**src/rtl/mc_ctrl_fsm.sv**
```systemverilog
// mc_ctrl_fsm: multicycle MIPS-subset control sequencer driving datapath selects/enables.
// Outputs decode from the registered state; memory waits stall via mem_rdy.
module mc_ctrl_fsm #(
  parameter bit PC_INC = 1'b1
) (
  input  logic       clk,
  input  logic       rst_n,
  input  logic [5:0] op,
  input  logic [5:0] funct,
  input  logic       zero,
  input  logic       mem_rdy,
  output logic       mem_req,
  output logic       mem_write,
  output logic       iord,
  output logic       ir_write,
  output logic       pc_en,
  output logic [1:0] pc_src,
  output logic       alu_src_a,
  output logic [1:0] alu_src_b,
  output logic [2:0] alu_ctrl,
  output logic       reg_dst,
  output logic       mem_to_reg,
  output logic       reg_write,
  output logic       illegal,
  output logic [3:0] state
);
  typedef enum logic [3:0] {
    FETCH  = 4'd0,
    DECODE = 4'd1,
    MEMADR = 4'd2,
    MEMRD  = 4'd3,
    MEMWB  = 4'd4,
    MEMWR  = 4'd5,
    EXEC   = 4'd6,
    ALUWB  = 4'd7,
    BRANCH = 4'd8,
    ADDIEX = 4'd9,
    ADDIWB = 4'd10,
    JUMP   = 4'd11
  } state_t;
  state_t     state_q;
  logic       illegal_q;
  logic [2:0] alu_q;
  logic [2:0] funct_ctrl;
  logic       funct_ok;
  always_comb begin
    funct_ok   = 1'b1;
    funct_ctrl = 3'b010;
    case (funct)
      6'b100000: funct_ctrl = 3'b010;
      6'b100010: funct_ctrl = 3'b110;
      6'b100100: funct_ctrl = 3'b000;
      6'b100101: funct_ctrl = 3'b001;
      6'b101010: funct_ctrl = 3'b111;
      default:   funct_ok   = 1'b0;
    endcase
  end
  always_ff @(posedge clk or negedge rst_n) begin
    if (!rst_n) begin
      state_q   <= FETCH;
      illegal_q <= 1'b0;
      alu_q     <= 3'b010;
    end else begin
      illegal_q <= 1'b0;
      case (state_q)
        FETCH:  if (mem_rdy) state_q <= DECODE;
        DECODE: begin
          case (op)
            6'b100011, 6'b101011: state_q <= MEMADR;
            6'b000000:            state_q <= EXEC;
            6'b000100:            state_q <= BRANCH;
            6'b001000:            state_q <= ADDIEX;
            6'b000010:            state_q <= JUMP;
            default: begin
              state_q   <= FETCH;
              illegal_q <= 1'b1;
            end
          endcase
        end
        MEMADR: state_q <= (op == 6'b101011) ? MEMWR : MEMRD;
        MEMRD:  if (mem_rdy) state_q <= MEMWB;
        MEMWR:  if (mem_rdy) state_q <= FETCH;
        EXEC: begin
          alu_q     <= funct_ctrl;
          state_q   <= funct_ok ? ALUWB : FETCH;
          illegal_q <= ~funct_ok;
        end
        ADDIEX: state_q <= ADDIWB;
        default: state_q <= FETCH;
      endcase
    end
  end
  always_comb begin
    mem_req    = 1'b0;
    mem_write  = 1'b0;
    iord       = 1'b0;
    ir_write   = 1'b0;
    pc_en      = 1'b0;
    pc_src     = 2'b00;
    alu_src_a  = 1'b0;
    alu_src_b  = 2'b00;
    alu_ctrl   = 3'b010;
    reg_dst    = 1'b0;
    mem_to_reg = 1'b0;
    reg_write  = 1'b0;
    case (state_q)
      FETCH: begin
        mem_req   = 1'b1;
        alu_src_b = PC_INC ? 2'b01 : 2'b00;
        ir_write  = mem_rdy;
        pc_en     = mem_rdy;
      end
      DECODE: alu_src_b = 2'b11;
      MEMADR: begin
        alu_src_a = 1'b1;
        alu_src_b = 2'b10;
      end
      MEMRD: begin
        mem_req = 1'b1;
        iord    = 1'b1;
      end
      MEMWB: begin
        mem_to_reg = 1'b1;
        reg_write  = 1'b1;
      end
      MEMWR: begin
        mem_req   = 1'b1;
        mem_write = 1'b1;
        iord      = 1'b1;
      end
      EXEC: begin
        alu_src_a = 1'b1;
        alu_ctrl  = funct_ctrl;
      end
      ALUWB: begin
        reg_dst   = 1'b1;
        reg_write = 1'b1;
        alu_ctrl  = alu_q;
      end
      BRANCH: begin
        alu_src_a = 1'b1;
        alu_ctrl  = 3'b110;
        pc_src    = 2'b01;
        pc_en     = zero;
      end
      ADDIEX: begin
        alu_src_a = 1'b1;
        alu_src_b = 2'b10;
      end
      ADDIWB: reg_write = 1'b1;
      JUMP: begin
        pc_src = 2'b10;
        pc_en  = 1'b1;
      end
      default: ;
    endcase
    // enables are cut immediately by reset so an abandoned instruction writes nothing
    if (!rst_n) begin
      mem_req   = 1'b0;
      mem_write = 1'b0;
      ir_write  = 1'b0;
      pc_en     = 1'b0;
      reg_write = 1'b0;
    end
  end
  assign state   = state_q;
  assign illegal = illegal_q;
endmodule

```
**config.mk**
```make
export PLATFORM = sky130hd
export DESIGN_NAME = mc_ctrl_fsm
export DESIGN_NICKNAME = d
export VERILOG_FILES = /design/src/rtl/mc_ctrl_fsm.sv
export SDC_FILE = /design/constraint.sdc
export NUM_CORES = 1
export LEC_CHECK = 0
export ABC_AREA = 1
export ABC_CLOCK_PERIOD_IN_PS = 3100
export CAP_MARGIN = 40
export CELL_PAD_IN_SITES_DETAIL_PLACEMENT = 0
export CELL_PAD_IN_SITES_GLOBAL_PLACEMENT = 2
export CORE_UTILIZATION = 20
export DETAILED_ROUTE_END_ITERATION = 7
export GPL_ROUTABILITY_DRIVEN = 1
export PLACE_DENSITY_LB_ADDON = 0.1
export RECOVER_POWER = 25
export SETUP_SLACK_MARGIN = 0.4
export SYNTH_ARGS = -nofsm -noshare
export SYNTH_HDL_FRONTEND = slang
export SYNTH_SLANG_ARGS = --single-unit
```
**constraint.sdc**
```tcl
create_clock -name clk -period 3.1 [get_ports clk]
set_input_delay 0.62 -clock clk [delete_from_list [all_inputs] [get_ports clk]]
set_output_delay 0.62 -clock clk [all_outputs]
set_load 0.02 [all_outputs]
```
==> impl_metrics.csv <==
group,metric,value,unit
outcome,status,"complete, no violations",
clock_network,clkTransAtPathRegs,40,ps
clock_network,cts_root_buf,"clkbuf_8",
clock_network,cts_buffers,3,
critical_path,critPathCaptureType,"output pin",
sta,finalHoldViolCount,0,
synthesis,synth.net_count,152,
global_route,grt_max_degree,10,
drt,first_pass_iters,4,
cells_and_area,layout.nets,194,
clock_network,cts_htree_levels,1,
sta,tns,0,ps
synthesis,netlist_area,769.5,µm²
synthesis,synthTopCellsByArea,"dfrtp_1 (23%), nand2_1 (15%), inv_1 (15%)",
synthesis,synth_area_leader_cell,"dfrtp_1",
die,core,3689,µm²
sta,slew_viol_final,0,
die,start_util,20.86,%
synthesis,synth-seq-area-share,26.18,%
global_route,grt_pass1_vias,953,
cells_and_area,final_cells,225,
synthesis,synthFlopType,"dfrtp_1",
critical_path,critical_path_buf_inv_count,4,
die,num_rows,22,
synthesis,synth-seq-cells,8,
placement,place_inst,221,
critical_path,crit_type,"input pin to output pin",
critical_path,slowest_stage,"dlygate4sd3_1",
global_route,overflow,0,
clock_network,worstSkewPairLatency,230,ps
die,ios,37,
cells_and_area,n_fill_cell,437,
pwr,powerDensity,604.7,nW/µm²
worst_hold_path,hp-class,"flip-flop to flip-flop",
global_route,grt_usage,12.52,%
critical_path,r2r_slack,1770,ps
drt,viasPerCell,4.204,
sta,period_minus_slack,2697,ps
critical_path,required,2480,ps
critical_path,critPathArrivalTime,2080,ps
sta,finalCritPeriodShare,87.00,%
synthesis,async_flop_share,100.0,%
synthesis,synth.top_cell.area_share,22.76,%
sta,worst_slew_pin_slew,238.2,ps
sta,fmax,370.8,MHz
global_route,grt_pass1_wl,4022,µm
synthesis,synthTopCellsByCount,"nand2_1 (31), inv_1 (30), nor2_1 (25)",
pwr,p_leak,0.6440,nW
cells_and_area,diodes,0,
placement,portBuffers,36,
flow_run,cap_violations,0,
die,die_w,64.03,µm
critical_path,path_cells,"dlygate4sd3_1 -> buf_4 -> nand2_1 -> inv_1 -> clkdlybuf4s50_1",
pwr,peakVddDrop,0.0001996,V
clock_network,clkSinkCount,8,
drt,wl,2264,µm
clock_network,cts_setup_buffers,0,
die,die_area,4099,µm²
drt,antenna_left,0,
die,die_y,64.03,µm
clock_network,max-clock-path-buffers,2,
sta,finalSetupViolations,0,
cells_and_area,drive_above_1_share,9.605,%
drt,wl_per_cell,10.06,µm
critical_path,cp_top_family,"buffers and inverters",
critical_path,cpPeakStageDelay,600,ps
sta,rsz0062_at_grt,"yes",
placement,gp_congestion,0.7531,
synthesis,syn_avg_cell_area,5.658,µm²
critical_path,crit_fanout,5,
drt,drc,0,
cells_and_area,area_delta_synth_final,61.46,%
drt,drtIter0Drc,14,
placement,dp_hpwl,1979,µm
synthesis,synth_most_common_cell,"nand2_1",
synthesis,synth_edf_count,0,
synthesis,ys_warn_count,0,
synthesis,syn_inst,136,
sta,slew_headroom,84.08,%
synthesis,ys_types,20,
critical_path,crit_path_start_kind,"input pin",
sta,skew,2.546,ps
clock_network,cts_tree,"done",
drt,vias,946,
global_route,antenna_found_initial,0,
## worst register-to-register path, delay by kind of cell (launching register included)
kind	cells	cell delay [ps]
DFF	1	390
buffers and inverters	2	190
and+or+nand+nor	7	640
## final cells by class
| type | count | area, µm² | area share, % |
|---|---|---|---|
| Timing Repair Buffer | 38 | 369.1 | 29.71 |
| Tap cell | 48 | 60.06 | 4.834 |
| Inverter | 32 | 120.1 | 9.668 |
| Sequential cell | 8 | 202.7 | 16.31 |
| Clock buffer | 4 | 45.04 | 3.625 |
| Multi-Input combinational cell | 95 | 445.4 | 35.85 |
## path summary, 6_finish.rpt
path                               start  cells after the start  endpoint
min in group asynchronous          rst_n                      2  state[2]
worst min-delay path            alu_q[1]                      2  alu_q[1]
worst max-delay path               rst_n                      5   mem_req
worst min register to register  alu_q[1]                      2  alu_q[1]
max in group asynchronous          rst_n                      2  alu_q[1]
worst max register to register  state[3]                      9  state[2]
## flip-flops by register name (all words and copies together) (netlist names)
register	flops
state	4
alu_q	3
illegal	1
## metal layers
metal | share of wire (%) | global-route usage, % | vias to the layer above
met5 | 0 | 0 | -
met4 | 0 | 5.114 | 0
met3 | 4.9 | 1.607 | 0
met2 | 48 | 22.47 | 31
met1 | 47 | 14.84 | 409
li1 | - | - | 506
## kinds of logic (layout without fill, tap and decap cells)
family                 after synthesis  count (layout)  synth area share [%]
DFF                                  8               8                 26.18
and+or+nand+nor                     83              83                 48.46
AOI/OAI and AO/OA                   12              12                 8.781
buffers and inverters               33              74                 16.59
## cells in the final DEF (no fill, tap or decap), types with 3 or more instances in the layout
cell type / Yosys / layout
clkbuf_8: 0 / 3
clkdlybuf4s50_1: 0 / 29
dfrtp_1: 7 / 6
inv_1: 30 / 30
nand2_1: 31 / 31
nand3_1: 16 / 16
nand4_1: 4 / 4
nor2_1: 25 / 23
nor2_2: 1 / 3
nor2_4: 3 / 3
o21ai_0: 7 / 7
## power breakdown
part           switching (mW)  leakage (nW)  internal, mW
sequential             0.0362        0.0940         0.137
clock                  0.0429        0.0228        0.0893
combinational           0.253         0.527         0.192
total                   0.332         0.644         0.419
## stage by stage
stage	area [µm²]	utilization (%)	power [mW]	worst slack, ps	hold slack [ps]
finish	1242	33.68	0.7513	402.9	465.2
global route	1242	33.68	0.8133	337.7	494.7
CTS	1241	33.65	0.7628	406.7	471.8
detailed placement	1197	32.46	0.6273	144.3	464.7
global placement	1197	32.46	0.6276	177.7	452.9
floorplan	769.5	-	0.4367	786.3	324.4
## timing repair
item                                    CTS  global route
endpoints found under the setup margin    3             5
pin swaps                                 0             0
gates resized for setup                   4             7
endpoints found under the hold margin     0             0
gates cloned                              0             0
hold buffers                              0             0
Power figures use the tool's default switching activity.
